--- config.mk ---
export PLATFORM = sky130hd
export DESIGN_NAME = dac_update_scheduler_flat
export DESIGN_NICKNAME = d
export VERILOG_FILES = /design/src/rtl/dac_pkg.sv /design/src/rtl/dac_update_scheduler_if.sv /design/src/rtl/rr_arb2.sv /design/src/rtl/dac_update_scheduler.sv /design/src/flat_wrapper.sv
export SDC_FILE = /design/constraint.sdc
export NUM_CORES = 1
export LEC_CHECK = 0
export BUFFER_PORTS_ARGS = -buffer_cell sky130_fd_sc_hd__buf_2
export CAP_MARGIN = 30
export CORE_UTILIZATION = 54
export DETAILED_ROUTE_END_ITERATION = 7
export PLACE_DENSITY = 0.76
export SLEW_MARGIN = 20
export SYNTH_ARGS = -nofsm -noshare
export SYNTH_HDL_FRONTEND = slang
export SYNTH_HIERARCHICAL = 1
export SYNTH_SLANG_ARGS = --single-unit
--- constraint.sdc ---
create_clock -name clk -period 1.93 [get_ports clk]
set_input_delay 0.193 -clock clk [delete_from_list [all_inputs] [get_ports clk]]
set_output_delay 0.193 -clock clk [all_outputs]
set_load 0.02 [all_outputs]
--- src/rtl/dac_pkg.sv ---
// Shared types and constants for the MCP4812 update scheduler.
// Command word layout: {ch, 0, ga_n, shdn_n, code[9:0], 00}.
package dac_pkg;

  typedef enum logic [2:0] {
    ST_IDLE,
    ST_ISSUE,
    ST_WAIT_HI,
    ST_WAIT_LO,
    ST_GAP
  } state_t;

  localparam int CMD_CH    = 15;
  localparam int CMD_GA    = 13;
  localparam int CMD_SHDN  = 12;
  localparam int CMD_D_MSB = 11;
  localparam int CMD_D_LSB = 2;

  localparam logic CH_A = 1'b0;
  localparam logic CH_B = 1'b1;

  function automatic logic [15:0] build_cmd(input logic       ch,
                                            input logic       ga_n,
                                            input logic       shdn_n,
                                            input logic [9:0] code);
    logic [15:0] w;
    w                       = '0;
    w[CMD_CH]               = ch;
    w[CMD_GA]               = ga_n;
    w[CMD_SHDN]             = shdn_n;
    w[CMD_D_MSB:CMD_D_LSB]  = code;
    return w;
  endfunction

endpackage

--- src/rtl/dac_update_scheduler_if.sv ---
// Handshake between the scheduler (master) and the MCP4812 SPI driver (slave).
interface dac_update_scheduler_if;
  logic [15:0] dac_data;
  logic        dac_data_valid;
  logic        dac_busy;

  modport master (output dac_data, output dac_data_valid, input dac_busy);
  modport slave  (input dac_data, input dac_data_valid, output dac_busy);
endinterface

--- src/rtl/rr_arb2.sv ---
// Two-requester round-robin arbiter; on a tie the requester not served last wins.
module rr_arb2
  import dac_pkg::*;
(
  input  logic       clk,
  input  logic       reset,
  input  logic [1:0] req,
  input  logic       advance,
  output logic [1:0] gnt
);

  logic last_q, last_d;

  always_comb begin
    gnt = 2'b00;
    case (req)
      2'b01:   gnt = 2'b01;
      2'b10:   gnt = 2'b10;
      2'b11:   gnt = (last_q == CH_B) ? 2'b01 : 2'b10;
      default: gnt = 2'b00;
    endcase
  end

  always_comb begin
    last_d = last_q;
    if (advance && (req != 2'b00)) last_d = gnt[CH_B] ? CH_B : CH_A;
  end

  // Reset to B so that channel A wins the first tie.
  always_ff @(posedge clk) begin
    if (reset) last_q <= CH_B;
    else       last_q <= last_d;
  end

endmodule

--- src/rtl/dac_update_scheduler.sv ---
// Front end for the dual-channel MCP4812 driver: capture, coalesce, arbitrate, issue, watchdog.
// state   | meaning
// IDLE    | waiting for a pending channel and a free driver
// ISSUE   | word latched; valid pulses next cycle, watchdog loaded
// WAIT_HI | waiting for the driver to raise busy
// WAIT_LO | waiting for the driver to drop busy
// GAP     | enforced valid-low spacing before the next grant
module dac_update_scheduler
  import dac_pkg::*;
#(
  parameter int GAP_CYCLES  = 2,
  parameter int WDOG_CYCLES = 1023
)
(
  input  logic                          clk,
  input  logic                          reset,
  input  logic                          cha_wr,
  input  logic [9:0]                    cha_data,
  input  logic                          chb_wr,
  input  logic [9:0]                    chb_data,
  input  logic [1:0]                    cfg_ga_n,
  input  logic [1:0]                    cfg_shdn_n,
  input  logic                          err_clr,
  dac_update_scheduler_if.master        dac,
  output logic [1:0]                    pending,
  output logic                          idle,
  output logic [1:0]                    overwrite_err,
  output logic                          timeout_err
);

  localparam logic [15:0] WDOG_LOAD = 16'(WDOG_CYCLES);
  localparam logic [15:0] GAP_LOAD  = 16'(GAP_CYCLES - 1);

  state_t      state_q, state_d;
  logic [15:0] tmr_q, tmr_d;
  logic [9:0]  hold_a_q, hold_a_d;
  logic [9:0]  hold_b_q, hold_b_d;
  logic [1:0]  pending_q, pending_d;
  logic [1:0]  ovf_q, ovf_d;
  logic        tmo_q, tmo_d;
  logic [15:0] data_q, data_d;
  logic        valid_q, valid_d;

  logic [1:0]  gnt;
  logic        grant_en;
  logic        gnt_a, gnt_b;
  logic        waiting;
  logic        tmo_evt;

  assign grant_en = (state_q == ST_IDLE) && !dac.dac_busy && (pending_q != 2'b00);
  assign gnt_a    = grant_en & gnt[CH_A];
  assign gnt_b    = grant_en & gnt[CH_B];
  assign waiting  = (state_q == ST_WAIT_HI) || (state_q == ST_WAIT_LO);
  assign tmo_evt  = waiting && (tmr_q == 16'd0);

  rr_arb2 u_arb (
    .clk     (clk),
    .reset   (reset),
    .req     (pending_q),
    .advance (grant_en),
    .gnt     (gnt)
  );

  always_ff @(posedge clk) begin
    if (reset) state_q <= ST_IDLE;
    else       state_q <= state_d;
  end

  always_comb begin
    state_d = state_q;
    case (state_q)
      ST_IDLE:    if (grant_en) state_d = ST_ISSUE;
      ST_ISSUE:   state_d = ST_WAIT_HI;
      ST_WAIT_HI: begin
        if (tmo_evt)           state_d = ST_GAP;
        else if (dac.dac_busy) state_d = ST_WAIT_LO;
      end
      ST_WAIT_LO: begin
        if (tmo_evt || !dac.dac_busy) state_d = ST_GAP;
      end
      ST_GAP:     if (tmr_q == 16'd0) state_d = ST_IDLE;
      default:    state_d = ST_IDLE;
    endcase
  end

  // A write landing in the grant cycle re-arms pending without counting as an overwrite.
  always_comb begin
    pending_d[CH_A] = cha_wr | (pending_q[CH_A] & ~gnt_a);
    pending_d[CH_B] = chb_wr | (pending_q[CH_B] & ~gnt_b);
    hold_a_d        = cha_wr ? cha_data : hold_a_q;
    hold_b_d        = chb_wr ? chb_data : hold_b_q;
    ovf_d[CH_A]     = (ovf_q[CH_A] & ~err_clr) | (cha_wr & pending_q[CH_A] & ~gnt_a);
    ovf_d[CH_B]     = (ovf_q[CH_B] & ~err_clr) | (chb_wr & pending_q[CH_B] & ~gnt_b);
    tmo_d           = (tmo_q & ~err_clr) | tmo_evt;
    valid_d         = (state_q == ST_ISSUE);

    data_d = data_q;
    if (grant_en) begin
      data_d = build_cmd(gnt[CH_B], cfg_ga_n[gnt[CH_B]], cfg_shdn_n[gnt[CH_B]],
                         gnt[CH_B] ? hold_b_q : hold_a_q);
    end

    // One down-counter serves as watchdog (from ISSUE) and as gap timer.
    tmr_d = tmr_q;
    if (state_q == ST_ISSUE)
      tmr_d = WDOG_LOAD;
    else if ((state_d == ST_GAP) && (state_q != ST_GAP))
      tmr_d = GAP_LOAD;
    else if ((waiting || (state_q == ST_GAP)) && (tmr_q != 16'd0))
      tmr_d = tmr_q - 16'd1;
  end

  always_ff @(posedge clk) begin
    if (reset) begin
      tmr_q     <= '0;
      hold_a_q  <= '0;
      hold_b_q  <= '0;
      pending_q <= '0;
      ovf_q     <= '0;
      tmo_q     <= 1'b0;
      data_q    <= '0;
      valid_q   <= 1'b0;
    end else begin
      tmr_q     <= tmr_d;
      hold_a_q  <= hold_a_d;
      hold_b_q  <= hold_b_d;
      pending_q <= pending_d;
      ovf_q     <= ovf_d;
      tmo_q     <= tmo_d;
      data_q    <= data_d;
      valid_q   <= valid_d;
    end
  end

  assign dac.dac_data       = data_q;
  assign dac.dac_data_valid = valid_q;
  assign pending            = pending_q;
  assign overwrite_err      = ovf_q;
  assign timeout_err        = tmo_q;
  assign idle               = (state_q == ST_IDLE) && (pending_q == 2'b00) && !dac.dac_busy;

endmodule

--- src/flat_wrapper.sv ---
// flat-port wrapper written by rule: the top's interface ports become plain ports
module dac_update_scheduler_flat import dac_pkg::*;
#(
  parameter int GAP_CYCLES  = 2,
  parameter int WDOG_CYCLES = 1023
)
  (clk, reset, cha_wr, cha_data, chb_wr, chb_data, cfg_ga_n, cfg_shdn_n, err_clr, pending, idle, overwrite_err, timeout_err, dac_dac_data, dac_dac_data_valid, dac_dac_busy);
  dac_update_scheduler_if dac_i ();
  input  logic clk;
  input  logic reset;
  input  logic cha_wr;
  input  logic [9:0] cha_data;
  input  logic chb_wr;
  input  logic [9:0] chb_data;
  input  logic [1:0] cfg_ga_n;
  input  logic [1:0] cfg_shdn_n;
  input  logic err_clr;
  output logic [1:0] pending;
  output logic idle;
  output logic [1:0] overwrite_err;
  output logic timeout_err;
  output wire logic [$bits(dac_i.dac_data)-1:0] dac_dac_data;
  output wire logic [$bits(dac_i.dac_data_valid)-1:0] dac_dac_data_valid;
  input wire logic [$bits(dac_i.dac_busy)-1:0] dac_dac_busy;
  assign dac_dac_data = dac_i.dac_data;
  assign dac_dac_data_valid = dac_i.dac_data_valid;
  assign dac_i.dac_busy = dac_dac_busy;
  dac_update_scheduler #(.GAP_CYCLES(GAP_CYCLES), .WDOG_CYCLES(WDOG_CYCLES)) u_core (.clk(clk), .reset(reset), .cha_wr(cha_wr), .cha_data(cha_data), .chb_wr(chb_wr), .chb_data(chb_data), .cfg_ga_n(cfg_ga_n), .cfg_shdn_n(cfg_shdn_n), .err_clr(err_clr), .dac(dac_i), .pending(pending), .idle(idle), .overwrite_err(overwrite_err), .timeout_err(timeout_err));
endmodule
* Yosys cells after proc, flatten, opt, wreduce, memory -nomap -nowiden *
Index checks and enable logic that the tools add are counted.

word-level totals
  word-level logic and storage cells = 77
  input bits = 30
  flip-flop bits (word level) = 59

operators by class
  mux-type cells = 17
  reductions and logical operators = 19
  add/sub/neg operators = 1
  bitwise operators = 19
  $lt $le $gt $ge = 1
  eq/ne operators = 9

operators by type and width
  kind                     number
  $mux W10                 4
  $logic_not A16 Y1        1
  $reduce_bool A16 Y1      1
  $sub A16 B1 Y16 const B  1
  $mux W3                  5
  $pmux W3 S5              1
  $and A1 B1 Y1            11
  $logic_and A1 B1 Y1      8
  $eq A3 B2 Y1 const B     2
  $eq A3 B3 Y1 const B     2
  $pmux W2 S3              1
  $mux W1                  5
  $or A1 B1 Y1             5
  $eq A2 B2 Y1 const B     2
  $eq A3 B1 Y1 const B     1
  $logic_not A3 Y1         1
  $logic_or A1 B1 Y1       3
  $ne A3 B3 Y1 const B     1
  $not A1 Y1               3
  $reduce_bool A3 Y1       1
  $reduce_or A3 Y1         1
  $eq A2 B1 Y1 const B     1
  $logic_not A2 Y1         1
  $lt A1 B2 Y1 const B     1
  3 further kinds          3

* Logic depth before layout (Yosys ltp) *
Gate-level depths: netlist of the first run.

  depth in word-level cells = 10
  depth in mapped cells = 9
  depth with buffers taken out = 7

* Cells and area by module *
The synthesis of the first run kept the hierarchy.

by module, submodules not included
  module                area an instance (sq um)  cells each  times used  seq. area each (sq um)
  dac_update_scheduler  2612.5                    282         1           1161.1
  rr_arb2               61.3                      7           1           20.0

* Worst setup path before layout of the first run *
OpenSTA, ideal clock, no wires.

  kind = register -> register
  start point = register u_core.tmr_q[0]
  end point = register u_core.tmr_q[7]
  data arrival time = 1.693 ns
  period minus slack after synthesis = 1.767 ns
  stages on the path, launching flop included = 8
  required time = 1.856 ns
  setup slack = 0.163 ns
  cell sequence = dfxtp_1 > inv_1 > ha_1 > nor4b_2 > and4_1 > buf_4 > or4_1 > a31oi_1

on the way
  cells in the longest elaborated chain, start to end = 9
  elaborated cells between the ends (all ways) = 16
  classes of those cells = add/sub (1); eq/ne (1); mux (7); reduce/logical (7)

RTL lines
  element                   RTL line                                                text
  start: declaration        dac_update_scheduler.sv:35                              logic [15:0] tmr_q, tmr_d;
  start signal: assignment  dac_update_scheduler.sv:124                             tmr_q <= tmr_d;
  $logic_not A16 Y1         dac_update_scheduler.sv:54, dac_update_scheduler.sv:81
  $logic_and A1 B1 Y1       dac_update_scheduler.sv:54                              assign tmo_evt = waiting && (tmr_q == 16'd0);
  $logic_or A1 B1 Y1        dac_update_scheduler.sv:79                              if (tmo_evt || !dac.dac_busy) state_d = ST_GAP;
  $mux W3                   dac_update_scheduler.sv:79
  $pmux W3 S5               dac_update_scheduler.sv:71                              case (state_q)
  $eq A3 B3 Y1              dac_update_scheduler.sv:107                             else if ((state_d == ST_GAP) && (state_q != ST_GAP))
  $logic_and A1 B1 Y1       dac_update_scheduler.sv:107
  $mux W10                  dac_update_scheduler.sv:107
  $mux W10                  dac_update_scheduler.sv:105                             if (state_q == ST_ISSUE)

Parallel ways exist; a longest one is shown, timed or not. The select of a mux whose other input is x is not followed.
A chain may end at the register's enable or synchronous reset.

* Final worst setup path of the first run *
  start point = register u_core.tmr_q[0]
  end point = register u_core.tmr_q[8]

Same word-level chain as after synthesis.

==> results of run 1 <==
==> registers in the layout, indices dropped and copies added, names as in the netlist <==
signal and cells:
u_core/dac.dac_data 13, u_core/dac.dac_data_valid 1, u_core/hold_a_q 10, u_core/hold_b_q 10, u_core/overwrite_err 2, u_core/pending 2
u_core/state_q 3, u_core/timeout_err 1, u_core/tmr_q 16, u_core/u_arb/last_q 1
==> power by group through the flow <==
stage | Sequential (mW) | Clock, mW | Combinational (mW)
after floorplan | 1.55 | 0 | 0.967
after global placement | 1.53 | 0 | 1.31
after detailed placement | 1.54 | 0 | 1.33
after CTS | 1.51 | 1.25 | 1.35
after global routing | 1.54 | 1.29 | 1.53
final | 1.52 | 1.23 | 1.38
==> per-stage QoR <==
stage / power, mW / setup TNS, ns / hold slack (ns)
after global placement: 2.84 / 0 / 0.426
after CTS: 4.11 / 0 / 0.0816
after floorplan: 2.52 / 0 / 0.303
after detailed placement: 2.87 / -0.274 / 0.435
final: 4.14 / 0 / 0.0886
after global routing: 4.36 / -0.00412 / 0.0827
==> path summary, 6_finish.rpt <==
path | from | end | slack [ns]
max | u_core/tmr_q[0] | u_core/tmr_q[8] | 0.12
min | chb_data[5] | u_core/hold_b_q[5] | 0.09
max reg2reg | u_core/tmr_q[0] | u_core/tmr_q[8] | 0.12
min reg2reg | u_core/hold_a_q[7] | u_core/hold_a_q[7] | 0.49
==> layout make-up <==
cell class	count	area (µm²)
Sequential cell	59	1180
Multi-Input combinational cell	206	1380
Inverter	5	18.8
Clock buffer	9	124
Fill cell	405	1530
Timing Repair Buffer	61	348
Tap cell	67	83.8
Clock inverter	7	91.3
==> layout by cell type, fill, tap and decap left out, types with 2 or more instances in the layout <==
| cell | Yosys | layout |
|---|---|---|
| ha_1 | 2 | 2 |
| buf_2 | 2 | 49 |
| clkbuf_8 | 0 | 9 |
| nor3_1 | 10 | 9 |
| nor2_1 | 58 | 58 |
| mux2i_1 | 33 | 33 |
| nor3b_1 | 4 | 4 |
| inv_1 | 5 | 5 |
| or4_1 | 2 | 2 |
| nand3b_1 | 4 | 4 |
| clkinv_2 | 0 | 3 |
| nand2b_1 | 2 | 2 |
| dfxtp_1 | 59 | 59 |
| a31oi_1 | 8 | 8 |
| o21ai_1 | 7 | 7 |
| o21ai_0 | 2 | 2 |
| a211oi_1 | 15 | 15 |
| conb_1 | 1 | 3 |
| nand2_1 | 8 | 8 |
| bufinv_16 | 0 | 2 |
| a21oi_1 | 7 | 7 |
| buf_4 | 7 | 11 |
| nor4_1 | 4 | 3 |
| a21boi_0 | 4 | 3 |
| nor4b_2 | 3 | 3 |
| xnor2_1 | 7 | 7 |
| nor4_2 | 2 | 3 |
| nor2b_1 | 4 | 4 |
==> worst max-delay path: cells and delay by family, from the launching register on <==
| kind | cells | cell delay, ns |
|---|---|---|
| buffers and inverters | 1 | 0.08 |
| flip-flops | 1 | 0.33 |
| AND/OR/NAND/NOR | 4 | 0.95 |
| adder cells (fa/ha/maj) | 1 | 0.19 |
| AO/OA/AOI/OAI | 1 | 0.18 |
==> cells by family after synthesis <==
logic type / Yosys count / synth area share
muxes: 33 / 0.124
buffers and inverters: 26 / 0.0505
and+or+nand+nor: 109 / 0.215
xor gates and xnor gates: 7 / 0.0229
other: 1 / 0.00140
adders and majority gates: 2 / 0.00936
AOI/OAI and AO/OA: 52 / 0.135
DFF: 59 / 0.442
==> repair_timing <==
item	4_1_cts	5_1_grt
setup endpoints to repair	11	14
setup buffers	0	0
pin swaps	0	1
resized for setup	1	3
==> metal layers <==
layer / part of all wire / up-vias
li1: - / 1124
met4: 0.020 / 0
met5: 0 / -
met2: 0.49 / 52
met3: 0.042 / 10
met1: 0.45 / 1032
==> results.yml, run 1 <==
worst_setup_path:
  worstSetupPathType: "reg -> reg"
  critPathCaptureType: "register"
  setup.worst_path.start_class: "register"
  crit_fanout: 13
  slowest_delay_ns: 0.38
  worstPathRequired_ns: 2.20
  slowest_stage: "nor2_1"
  r2r_cells: 7
  path_cells: "inv_1 > ha_1 > nor4b_2 > and4_4 > nor2_1 > nand4b_1 > a31oi_1"
  critPathArrivalTime_ns: 2.07
detailed_routing:
  final_antenna_net_count: 0
  routedWlPerCell_um: 13.3
  dr.pass1.iters: 4
  drtIter0Drc: 126
  viasPerCell: 5.36
  totalWireLength_um: 5490
  vias: 2218
  drc: 0
yosys:
  synth_flop_cell: "dfxtp_1"
  postSynthCellCount: 289
  synth_seq_area_share: 0.442
  ys_types: 46
  synth-edff-count: 0
  async_flop_share: 0
  synth_top_cell_area_share: 0.442
  synthesis.area_um2: 2670
  synth_common_cells: "59 x dfxtp_1, 58 x nor2_1, 33 x mux2i_1"
  yosysMostFrequentCell: "dfxtp_1"
  synth_area_leaders: "dfxtp_1 44%, mux2i_1 12%, nor2_1 8.1%, a211oi_1 4.2%, xnor2_1 2.3%"
  synth_top_area_cell: "dfxtp_1"
  ys_ff_latch: 59
  synth.avg_cell_area_um2: 9.25
  yosysWarningCount: 6
global_routing:
  grt_use_met1: 0.278
  grt_most_used_layer: "met2"
  met2_usage: 0.368
  grt_max_degree: 28
  antenna_found_initial: 0
  use_met3: 0.0542
  gr-total-overflow: 0
  grt_pass1_wl_um: 9150
  grt_use_total: 0.224
  grt_pass1_vias: 2030
place:
  portBuffers: 49
  postPlaceCellArea_um2: 3000
  dpl_worst_slack_ns: -0.0489
  post-place-cells: 398
  routabilityCongestion: 0.851
  dpl.hpwl_um: 3780
timing:
  rsz0062_at_grt: "yes"
  min_period_ns: 1.81
  skew_ns: 0.00560
  maxSlewViolCount: 0
  setup_viol: 0
  fmax_mhz: 554
  period_share: 0.935
  final.setup.worst_slack_ns: 0.125
  hold_viol: 0
floorplan:
  initial_core_util: 0.562
  die-area_um2: 5240
  dieHeight_um: 72.4
  die_w_um: 72.4
  core_area_um2: 4750
  io_pins: 53
  rows: 25
power_and_ir_drop:
  power_density_nw_per_um2: 1280
  seqPwrFrac: 0.368
  comb_power_share: 0.335
  p_sw_mw: 1.41
  internal_power_mw: 2.72
  sw_frac_of_total: 0.341
  p_clk_frac: 0.297
  p_leak_nw: 1.36
  peakVddDrop_mv: 0.663
clocking:
  tritoncts: "yes"
  htree_levels: 3
  cts_max_path_buffers: 2
  clkTransAtPathRegs_ns: 0.07
  cts-root-buf: "clkbuf_8"
  worstSkewPairLatency_ns: 0.34
  clock_sinks: 59
  cts_made_buffers: 9
  postCtsHoldBufs: 0
finish:
  nets: 374
  drive_gt1_frac: 0.271
  syn2layout_area_growth_pct: 20.6
  stdcell_count: 414
  num_antenna_cells: 0
  fin_util: 0.678
  fin_area_um2: 3230
min_path:
  whs_path_depth: 3
  hold_path.class: "in -> reg"
run:
  max_cap_viol_count: 0
status:
  outcome: "finished clean"
Note: power is estimated with default switching activity, not from simulation.
==> run 2, diff against run 1 <==
Settings changed: CORE_ASPECT_RATIO from default to 1.75.
==> run 2 against run 1 <==
Net effect:
- cell area increased by 1.0%
- sequential share of layout area fell by 0.37 points
- clock skew hardly changed
- wire length grew 8.7%
- total power increased by 2.3%
- highest routed layer unchanged
- clock power decreased by 11%
- sequential cell count did not move
- largest cell class unchanged
- worst setup slack worse by 0.030 ns
- combinational power up 18%
- cell count down 3.1%
- via count grew 3.3%
- critical path type unchanged
==> results.yml, run 2 (same netlist as run 1, synthesis figures left out) <==
worst_setup_path:
  worstSetupPathType: "reg -> reg"
  slowest_delay_ns: 0.51
  slowest_stage: "or3b_2"
  critPathArrivalTime_ns: 2.03
  worstPathRequired_ns: 2.12
  setup.worst_path.start_class: "register"
  path_delay_family: "simple AND/OR/NAND/NOR gates"
  critPathCaptureType: "register"
  cp_num_buf_inv: 1
  path_cells: "inv_1 > ha_1 > or3b_2 > nor3_4 > a211oi_1 > o21ai_1 > a31oi_1"
  crit_fanout: 4
floorplan:
  rows: 33
  initial_core_util: 0.568
  io_pins: 53
  die-area_um2: 5250
  dieHeight_um: 95.1
  die_w_um: 55.2
  core_area_um2: 4710
place:
  dpl.hpwl_um: 4090
  dpl_worst_slack_ns: 0.00878
  post-place-cells: 385
  portBuffers: 49
  routabilityCongestion: 0.872
finish:
  layout_commonest_cell: "dfxtp_1"
  most-common-layout-cells: "59 x dfxtp_1, 57 x nor2_1, 49 x buf_2, 33 x mux2i_1, 15 x a211oi_1"
  drive_gt1_frac: 0.287
  ff_latch_area_um2: 1180
  stdcell_count: 401
  largest-register: "u_core/tmr_q"
  fin_util: 0.692
  syn2layout_area_growth_pct: 21.9
  largest_reg_flops: 16
  nFillCells: 399
  multi_input_area_um2: 1410
  nets: 376
  num_antenna_cells: 0
timing:
  maxSlewViolCount: 0
  min_period_ns: 1.84
  period_share: 0.951
  hold_viol: 0
  skew_ns: 0.00598
  fmax_mhz: 545
  fin_tns_setup_ns: 0
  rsz0062_at_grt: "no"
  setup_viol: 0
  final.setup.worst_slack_ns: 0.0947
min_path:
  hold_path.class: "in -> reg"
detailed_routing:
  routedWlPerCell_um: 14.9
  drtIter0Drc: 67
  drc: 0
  vias: 2291
  dr.pass1.iters: 4
  totalWireLength_um: 5970
  viasPerCell: 5.71
  final_antenna_net_count: 0
clocking:
  postCtsHoldBufs: 0
  cts_made_buffers: 9
  worstSkewPairLatency_ns: 0.34
  clock_sinks: 59
  clkTransAtPathRegs_ns: 0.07
  tritoncts: "yes"
  htree_levels: 3
  cts_max_path_buffers: 2
  cts-root-buf: "clkbuf_8"
  postCtsSetupBuffers: 0
global_routing:
  grt_max_degree: 38
  grt_use_total: 0.262
  gr-total-overflow: 0
  grt_pass1_wl_um: 9880
  antenna_found_initial: 0
  grt_pass1_vias: 2267
power_and_ir_drop:
  peakVddDrop_mv: 0.996
  p_leak_nw: 1.37
  power_density_nw_per_um2: 1300
  total_power_mw: 4.23
status:
  outcome: "finished clean"
run:
  max_cap_viol_count: 0
## run 2: area by class of cell
| cell class | instances | share of cell area |
|---|---|---|
| clock buffers | 9 | 0.0380 |
| flip-flops and latches | 59 | 0.363 |
| inverters | 5 | 0.00576 |
| multi-input cells | 206 | 0.434 |
| well taps | 52 | 0.0200 |
| repair buffers | 63 | 0.119 |
| clock inverters | 7 | 0.0211 |
## run 2: tightest hold or removal path: stages
cell	delay [ns]
buf_2	0.07
mux2i_1	0.05
nor2_1	0.07
## run 2: layer usage
layer,share of wire,vias to the layer above,track usage
li1,-,1126,-
met1,0.38,1085,0.271
met2,0.55,59,0.454
met3,0.038,21,0.0654
met4,0.028,0,0.148
met5,0,-,0
## run 2: final timing paths
| check | from | end | slack [ns] | cells after the start |
|---|---|---|---|---|
| worst max register to register | u_core/tmr_q[0] | u_core/tmr_q[8] | 0.09 | 7 |
| worst max-delay path | u_core/tmr_q[0] | u_core/tmr_q[8] | 0.09 | 7 |
| worst min-delay path | cha_data[3] | u_core/hold_a_q[3] | 0.09 | 3 |
| worst min register to register | u_core/hold_a_q[9] | u_core/hold_a_q[9] | 0.49 | 2 |
## run 2: power by group
group	switching, mW	leakage (nW)	internal, mW	total, mW
clock network	0.501	0.0950	0.590	1.09
registers	0.141	0.484	1.37	1.51
logic	0.883	0.791	0.746	1.63
total	1.53	1.37	2.71	4.23
## run 2: what timing repair did
action	4_1_cts	5_1_grt
setup endpoints to repair	2	8
gates resized for setup	4	6
pin swaps	0	0
## run 2: metrics by stage
stage               hold WS, ns  area, µm²
floorplan                 0.303       2680
global placement          0.426       3020
detailed placement        0.433       3020
CTS                      0.0769       3230
global route             0.0863       3260
finish                   0.0920       3260
